<file path="src/rtl/data_mem_arbiter.sv">
// Two-port (core/host) arbiter in front of the single-port DATA_MEM: registered grants,
// locked sequences with MAX_LOCK fairness. Define ARB_HOST_PRIO_EN for fixed host priority.
module data_mem_arbiter #(
   parameter int DATA_SIZE = 8,
   parameter int ADDR_SIZE = 4,
   parameter int MAX_LOCK  = 4
) (
   input  logic                 clk,
   input  logic                 rst,
   input  logic                 core_req,
   input  logic                 core_lock,
   input  logic                 core_we,
   input  logic [ADDR_SIZE-1:0] core_addr,
   input  logic [DATA_SIZE-1:0] core_wdata,
   output logic                 core_gnt,
   output logic                 core_rvalid,
   output logic [DATA_SIZE-1:0] core_rdata,
   input  logic                 host_req,
   input  logic                 host_lock,
   input  logic                 host_we,
   input  logic [ADDR_SIZE-1:0] host_addr,
   input  logic [DATA_SIZE-1:0] host_wdata,
   output logic                 host_gnt,
   output logic                 host_rvalid,
   output logic [DATA_SIZE-1:0] host_rdata,
   output logic                 mem_we,
   output logic [ADDR_SIZE-1:0] mem_addr,
   output logic [DATA_SIZE-1:0] mem_wdata,
   input  logic [DATA_SIZE-1:0] mem_rdata
);

   typedef enum logic [1:0] {IDLE, OWN_CORE, OWN_HOST} state_t;
   localparam int LCW = $clog2(MAX_LOCK + 1);

   state_t               state_q, state_d;
   logic [LCW-1:0]       lock_cnt_q, lock_cnt_d;
   logic                 core_rvalid_q, core_rvalid_d;
   logic                 host_rvalid_q, host_rvalid_d;
   logic [DATA_SIZE-1:0] core_rdata_q, core_rdata_d;
   logic [DATA_SIZE-1:0] host_rdata_q, host_rdata_d;

   logic core_acc, host_acc, core_rel, host_rel, lock_last;

   assign core_acc  = (state_q == OWN_CORE) & core_req;
   assign host_acc  = (state_q == OWN_HOST) & host_req;
   // Counter saturates, so an uncontended lock that outlived MAX_LOCK yields after its next access.
   assign lock_last = (lock_cnt_q == LCW'(MAX_LOCK - 1));

`ifdef ARB_HOST_PRIO_EN
   assign core_rel = (core_acc & ~core_lock) | ~core_req | (core_acc & host_req);
`else
   assign core_rel = (core_acc & ~core_lock) | ~core_req | (core_acc & lock_last & host_req);

   logic last_host_q, last_host_d;

   always_comb begin
      last_host_d = last_host_q;
      if ((state_q == OWN_CORE) && core_rel) last_host_d = 1'b0;
      if ((state_q == OWN_HOST) && host_rel) last_host_d = 1'b1;
   end

   always_ff @(posedge clk) begin
      if (rst) last_host_q <= 1'b1;
      else     last_host_q <= last_host_d;
   end
`endif
   // The host keeps MAX_LOCK fairness in both builds so a locked host cannot starve the core.
   assign host_rel = (host_acc & ~host_lock) | ~host_req | (host_acc & lock_last & core_req);

   // State register plus datapath flops
   always_ff @(posedge clk) begin
      if (rst) begin
         state_q       <= IDLE;
         lock_cnt_q    <= '0;
         core_rvalid_q <= 1'b0;
         host_rvalid_q <= 1'b0;
         core_rdata_q  <= '0;
         host_rdata_q  <= '0;
      end else begin
         state_q       <= state_d;
         lock_cnt_q    <= lock_cnt_d;
         core_rvalid_q <= core_rvalid_d;
         host_rvalid_q <= host_rvalid_d;
         core_rdata_q  <= core_rdata_d;
         host_rdata_q  <= host_rdata_d;
      end
   end

   // Next-state logic
   always_comb begin
      state_d = state_q;
      case (state_q)
         IDLE: begin
`ifdef ARB_HOST_PRIO_EN
            if (host_req)      state_d = OWN_HOST;
            else if (core_req) state_d = OWN_CORE;
`else
            if (core_req && host_req) state_d = last_host_q ? OWN_CORE : OWN_HOST;
            else if (core_req)        state_d = OWN_CORE;
            else if (host_req)        state_d = OWN_HOST;
`endif
         end
         OWN_CORE: if (core_rel) state_d = host_req ? OWN_HOST : IDLE;
         OWN_HOST: if (host_rel) state_d = core_req ? OWN_CORE : IDLE;
         default:  state_d = IDLE;
      endcase
   end

   always_comb begin
      lock_cnt_d = lock_cnt_q;
      if (state_d != state_q)                 lock_cnt_d = '0;
      else if ((core_acc | host_acc) && !lock_last) lock_cnt_d = lock_cnt_q + 1'b1;

      core_rvalid_d = core_acc & ~core_we;
      host_rvalid_d = host_acc & ~host_we;
      core_rdata_d  = core_rvalid_q ? mem_rdata : core_rdata_q;
      host_rdata_d  = host_rvalid_q ? mem_rdata : host_rdata_q;
   end

   // Outputs
   always_comb begin
      core_gnt    = (state_q == OWN_CORE);
      host_gnt    = (state_q == OWN_HOST);
      core_rvalid = core_rvalid_q;
      host_rvalid = host_rvalid_q;
      core_rdata  = core_rvalid_q ? mem_rdata : core_rdata_q;
      host_rdata  = host_rvalid_q ? mem_rdata : host_rdata_q;
      mem_we      = 1'b0;
      mem_addr    = '0;
      mem_wdata   = '0;
      if (core_acc) begin
         mem_we    = core_we;
         mem_addr  = core_addr;
         mem_wdata = core_wdata;
      end else if (host_acc) begin
         mem_we    = host_we;
         mem_addr  = host_addr;
         mem_wdata = host_wdata;
      end
   end

endmodule

</file>
<file path="config.mk">
export PLATFORM = sky130hd
export DESIGN_NAME = data_mem_arbiter
export DESIGN_NICKNAME = d
export VERILOG_FILES = /design/src/rtl/data_mem_arbiter.sv
export SDC_FILE = /design/constraint.sdc
export NUM_CORES = 1
export LEC_CHECK = 0
export BUFFER_PORTS_ARGS = -buffer_cell sky130_fd_sc_hd__buf_2
export CORE_MARGIN = 2
export CORE_UTILIZATION = 39
export CTS_BUF_LIST = sky130_fd_sc_hd__clkbuf_4 sky130_fd_sc_hd__clkbuf_8 sky130_fd_sc_hd__clkbuf_16
export DETAILED_ROUTE_END_ITERATION = 10
export GPL_ROUTABILITY_DRIVEN = 0
export PLACE_DENSITY = 0.79
export SYNTH_ARGS = -nofsm -noshare
export SYNTH_HDL_FRONTEND = slang
export SYNTH_SLANG_ARGS = --single-unit
</file>
<file path="constraint.sdc">
create_clock -name clk -period 1.66 [get_ports clk]
set_clock_uncertainty 0.15 [all_clocks]
set_input_delay 0.166 -clock clk [delete_from_list [all_inputs] [get_ports clk]]
set_output_delay 0.166 -clock clk [all_outputs]
set_load 0.1 [all_outputs]
</file>
==> results_dict.tcl, run 1 <==
set metrics [dict create \
    dieWidth_um 60.4 \
    synth_most_common_cell "dfxtp_1" \
    drc 0 \
    clockRootBuffer "clkbuf_4" \
    yosys.area.top_type "dfxtp_1" \
    final.min_clock_period_ns 1.83 \
    fin_util 0.867 \
    start_util 0.409 \
    hold_viol 0 \
    synth_cell_types 33 \
    syn_area_sq_mm 0.00124 \
    area_growth_pct 112 \
    tightest_slew_ns 0.495 \
    min_path_type "input port to flop" \
    syn_area_per_cell_sq_um 9.91 \
    antenna_cells 0 \
    via_count 1403 \
    grtUsageTotal 0.241 \
    grt-ovfl-total 0 \
    yosys_warnings 0 \
    tns_ns -2.32 \
    cp.arrival_ns 1.51 \
    required_ns 1.34 \
    cts_tree "yes" \
    drv_slew 0 \
    drv_cap 0 \
    rsz0062_at_grt "yes" \
    cts_htree_levels 1 \
    ys_top_cells_by_area "dfxtp_1 (39%), mux2_2 (15%), a22o_1 (9.2%)" \
    antenna_left 0 \
    drtPass1Iterations 4 \
    nFillCells 130 \
    ys_seq_elements 24 \
    grt_max_degree 21 \
    grt_pass1_vias 1464 \
    ctsLongestPathBuffers 2 \
    fmax_ghz 0.548 \
    p_leak_nw 1.14 \
    die-area_sq_mm 0.00364 \
    finalCritPeriodShare 1.10 \
    antenna_found_initial 0 \
    clkSlewWorstSetupHoldPaths_ns 0.12 \
    synth-main-ff-cell "dfxtp_1" \
    viasPerCell 5.44 \
    routedWlPerCell_um 18.4 \
    status "complete, but fails checks" \
    netlist_instances 125 \
    rows 20 \
    worstSetupStartpointType "flop" \
    seq_area_frac_synth 0.388 \
    setup_viol_count_final 22 \
    fin_ws_ns -0.165 \
    crit_path_end_kind "output pin" \
    ios 73 \
    slew_headroom 0.672 \
    drtIter0Drc 79 \
    synth_top_area_frac 0.388 \
    synth-edff-count 0 \
    core_sq_mm 0.00303 \
    critPathMaxFanout 6 \
    final_layout_size_suffix_gt1_frac 0.682 \
    failed_checks "setup timing" \
    fp.dieH_um 60.4 \
    power_density_mw_per_mm2 585 \
    synth_common_cells "dfxtp_1 (24), mux2_2 (16), nor2b_1 (16), a22o_1 (13), a21oi_1 (6)" \
    dp_hpwl_um 2940 \
    synth_nets 167 \
    grt_first_pass_wirelength_um 6670 \
    nets 258 \
    io_buffers 72 \
    drt-total-wl_um 4750 \
    clk_latency_ns 0.33 \
    numCtsBuffers 3 \
    crit_type "flop to output pin" \
    cts.sinks 24 \
    irDropWorstVdd_v 0.000374 \
    synth-async-reset-ratio 0 \
]
registers in the layout, indices dropped and copies added (netlist names):
register	count
state_q	2
host_rvalid	1
host_rdata_q	8
lock_cnt_q	3
core_rdata_q	8
core_rvalid	1
last_host_q	1
per-stage QoR:
stage / std cells / hold WS, ns / setup WS [ns] / area, sq um / power, mW
4_1_cts: 253 / 0.0196 / -0.0903 / 2400 / 1.46
3_5_place_dp: 241 / 0.209 / -0.136 / 2100 / 1.19
2_1_floorplan: 125 / 0.0853 / -0.145 / 1440 / 0.977
5_1_grt: 258 / 0.0266 / -0.226 / 2630 / 1.58
3_3_place_gp: 241 / 0.212 / -0.0331 / 2100 / 1.18
6_report: 258 / 0.0181 / -0.165 / 2630 / 1.54
worst max-delay path: stages (launching register included):
cell and delay [ns]:
dfxtp_2 0.38, inv_4 0.05, nor3_4 0.24, clkbuf_16 0.22, a22o_4 0.14, buf_12 0.16
power by group:
part | switching, mW | leakage (nW) | internal, mW | total (mW)
clock network | 0.181 | 0.0138 | 0.0853 | 0.266
registers | 0.0111 | 0.198 | 0.587 | 0.598
logic | 0.402 | 0.933 | 0.271 | 0.673
area by class of cell:
cell class / instances / area, sq um / area share
timing repair buffer: 94 / 1070 / 0.406
tap: 44 / 55.1 / 0.0210
multi-input combinational: 88 / 963 / 0.367
sequential: 24 / 495 / 0.189
clock buffer: 3 / 22.5 / 0.00858
inverter: 5 / 23.8 / 0.00905
metal layers:
metal	up-vias	part of all wire	track usage
met5	-	0	0
met1	678	0.36	0.266
met3	20	0.054	0.0405
met2	70	0.55	0.467
met4	0	0.031	0.0730
li1	635	-	-
timing repair:
action / in CTS / in global routing
hold buffers: 2 / 0
pin swaps: 5 / 2
endpoints found under the setup margin: 33 / 35
resized for setup: 50 / 40
setup buffers: 7 / 3
cloned: 0 / 2
hold endpoints to repair: 2 / 0
final timing paths:
check                                endpoint  cells after the start          start  slack (ns)
worst min register to register  lock_cnt_q[0]                      2  lock_cnt_q[0]        0.45
worst min-delay path               state_q[1]                      2       core_req        0.02
worst max register to register  lock_cnt_q[2]                      7     state_q[0]       -0.15
worst max-delay path              mem_addr[2]                      5     state_q[0]       -0.17
cells by family (layout without fill, tap and decap cells):
group,after synthesis,count (layout),synth area share
fa+ha+maj,2,2,0.0202
buf+inv,14,102,0.0465
simple gates,34,35,0.180
xor+xnor,1,1,0.00707
flops,24,24,0.388
compound gates,32,32,0.197
mux,18,18,0.162
cells in the final DEF, fill, tap and decap left out, types with 3 or more instances in the layout:
cell type	count
buf_12	34
a22o_4	13
inv_1	3
mux2_4	16
o21ai_0	3
buf_2	41
nand2_1	4
dfxtp_1	18
a21oi_1	5
dfxtp_4	3
dfxtp_2	3
buf_4	13
clkbuf_4	3
nor2b_1	16
No activity file was read; power rests on OpenSTA's default activity.
==> run 2, diff against run 1 <==
Settings changed: ABC_AREA set to 1, CORE_UTILIZATION 39 to 38, PLACE_DENSITY 0.79 to 0.78.
==> run 2 against run 1 <==
Against the previous run: final cell count grew 18%; via count grew 27%; register-to-register slack gained 0.17 ns; the run still ends with setup timing left; setup slack gained 0.058 ns; first-iteration DRC count grew 51%; synthesized cell count grew 37%.
==> results_dict.tcl, run 2 <==
set metrics [dict create \
    dp_slack_ns -0.00528 \
    critPathMaxFanout 7 \
    start_util 0.399 \
    wl_met1_um 2300 \
    p_leak_nw 1.22 \
    antenna_found_initial 0 \
    cts.sinks 24 \
    final_cell_mix "buf_2 (41), nand2_1 (33), buf_12 (32)" \
    area_growth_pct 123 \
    drv_cap 0 \
    final_common_cell "buf_2" \
    hold_viol 0 \
    critical_path_buf_inv_count 3 \
    synth_xor_area_frac 0.0135 \
    ys_seq_elements 24 \
    clockRootBuffer "clkbuf_4" \
    worstSetupStartpointType "flop" \
    grt_max_degree 23 \
    irDropWorstVdd_v 0.000574 \
    place_inst 284 \
    cp.arrival_ns 1.45 \
    wl_met3_um 630 \
    fin_util 0.888 \
    synth_common_cells "nand2_1 (71), dfxtp_1 (24), a21oi_1 (20), a22o_1 (12), inv_1 (9)" \
    rsz0062_at_grt "yes" \
    dp_hpwl_um 3410 \
    io_buffers 72 \
    finalCritPeriodShare 1.06 \
    netlist_instances 171 \
    required_ns 1.34 \
    drtPass1Iterations 5 \
    synth_mux_area_frac 0 \
    core_sq_mm 0.00303 \
    hp-start "host_lock" \
    nets 303 \
    die-area_sq_mm 0.00365 \
    rows 20 \
    slowest_delay_ns 0.38 \
    synth_most_common_cell "nand2_1" \
    final.min_clock_period_ns 1.77 \
    yosys_warnings 0 \
    wl_met2_um 3390 \
    synth_top_family_by_area "simple AND/OR/NAND/NOR gates" \
    clkSlewWorstSetupHoldPaths_ns 0.13 \
    routedWlPerCell_um 22.5 \
    grt_first_pass_wirelength_um 7950 \
    worstHoldPathCells 4 \
    slowest_stage "dfxtp_4" \
    final_layout_size_suffix_gt1_frac 0.635 \
    slew_headroom 0.640 \
    grtUsageTotal 0.299 \
    synth_nets 213 \
    syn_area_per_cell_sq_um 7.07 \
    r2r_start "lock_cnt_q[0]" \
    setup_viol_count_final 26 \
    fin_ws_ns -0.107 \
    min_path_type "input port to flop" \
    antenna_left 0 \
    cp_top_family "buffers and inverters" \
    tightest_slew_ns 0.535 \
    failed_checks "setup timing" \
    viasPerCell 5.86 \
    top_regs "core_rdata_q x8, host_rdata_q x8, lock_cnt_q x3" \
    grt_pass1_vias 1615 \
    numCtsBuffers 3 \
    synth_fa_ha_area_frac 0.0207 \
    synth_cell_types 23 \
    crit_type "flop to output pin" \
    status "complete, but fails checks" \
    instances_no_fill 304 \
    clk_latency_ns 0.32 \
    synth-async-reset-ratio 0 \
    hold_end "last_host_q" \
    r2r-end "lock_cnt_q[0]" \
    synth-edff-count 0 \
    drc 0 \
    drt-total-wl_um 6850 \
    ios 73 \
    antenna_cells 0 \
    drv_slew 0 \
    top_layer_used "met4" \
    fp.dieH_um 60.4 \
    syn_area_sq_mm 0.00121 \
    path_cells "inv_4, nand2_4, nor2_4, buf_6, a22o_4, buf_12" \
    yosys.area_share.simple 0.308 \
    ctsLongestPathBuffers 2 \
    crit_path_end_kind "output pin" \
    r2r_slack_ns 0.02 \
    power_density_mw_per_mm2 578 \
    seq_area_frac_synth 0.398 \
    fmax_ghz 0.566 \
    synth_compound_area_frac 0.202 \
    cts_tree "yes" \
    ys_top_cells_by_area "dfxtp_1 (40%), nand2_1 (22%), a22o_1 (8.7%)" \
    reg2reg_depth 9 \
    synth_top_area_frac 0.398 \
    dieWidth_um 60.4 \
    yosys.area.top_type "dfxtp_1" \
    via_count 1780 \
    tns_ns -1.50 \
    drtIter0Drc 119 \
    synth-main-ff-cell "dfxtp_1" \
    cts_htree_levels 1 \
    grt-ovfl-total 0 \
]
==> run 2: changes by cell type in the layout (fill, tap and decap cells not counted), moves of 3 or more <==
cell	before	now
a21oi_1	5	19
inv_1	3	7
nor2b_1	16	0
nand2_4	0	25
o21ai_0	3	0
nor2_1	1	7
nand2_1	4	33
o21ai_1	1	4
nand2_2	0	14
mux2_4	16	0
==> run 2: cells by family after synthesis <==
kind of cell             after synthesis
AND/OR/NAND/NOR                       89
buffers and inverters                 18
XOR/XNOR                               1
adder cells (fa/ha/maj)                2
flip-flops                            24
AO/OA/AOI/OAI                         37
==> run 2: cell type report <==
| cell class | instances | area (sq um) |
|---|---|---|
| flip-flops and latches | 24 | 498 |
| multi-input cells | 129 | 1030 |
| well taps | 44 | 55.1 |
| clock buffers | 4 | 47.5 |
| inverters | 12 | 62.6 |
| repair buffers | 90 | 990 |
| fillers | 125 | 338 |
| repair inverters | 1 | 6.26 |
==> run 2: timing repair <==
| item | in CTS | in global routing |
|---|---|---|
| endpoints found under the hold margin | 2 | 0 |
| gates resized for setup | 22 | 27 |
| setup endpoints to repair | 30 | 25 |
| pin swaps | 5 | 11 |
| gates cloned | 1 | 0 |
| hold buffers | 2 | 0 |
| setup buffers | 8 | 5 |
==> run 2: where the power goes <==
part	total (mW)	internal [mW]	leakage, nW	switching, mW
Clock	0.372	0.184	0.0261	0.188
Sequential	0.597	0.584	0.198	0.0128
Combinational	0.585	0.217	0.996	0.368
==> run 2: stage by stage <==
stage	hold slack, ns	instance area (sq um)	total power, mW
after floorplan	0.0842	1480	0.924
after global placement	0.198	2340	1.11
after detailed placement	0.204	2340	1.12
after CTS	0.0157	2540	1.50
after global routing	0.0416	2690	1.59
final	0.0413	2690	1.55
==> run 2: worst register-to-register path, stage by stage, from the launching register on <==
cell	delay [ns]
dfxtp_2	0.36
ha_4	0.17
ha_4	0.18
nand2_2	0.08
nand3_2	0.06
nand2_2	0.08
nand2_2	0.07
a21oi_2	0.13
nand4_1	0.16
nor2_1	0.14
==> run 2: how the worst max path moves through the flow <==
stage	from	end	slack (ns)	depth (start not counted)
6_report	state_q[0]	mem_addr[2]	-0.11	6
5_1_grt	state_q[0]	mem_wdata[6]	-0.14	6
4_1_cts	state_q[0]	mem_wdata[0]	-0.13	6
3_5_place_dp	lock_cnt_q[0]	lock_cnt_q[0]	-0.005	9
3_3_place_gp	lock_cnt_q[0]	lock_cnt_q[1]	0.08	9
2_1_floorplan	state_q[0]	mem_addr[0]	-0.28	6
==> run 2: metal layers <==
metal  GRT usage  vias up
met2       0.561      147
li1            -      740
met4       0.105        0
met5           0        -
met1       0.350      839
met3      0.0341       54
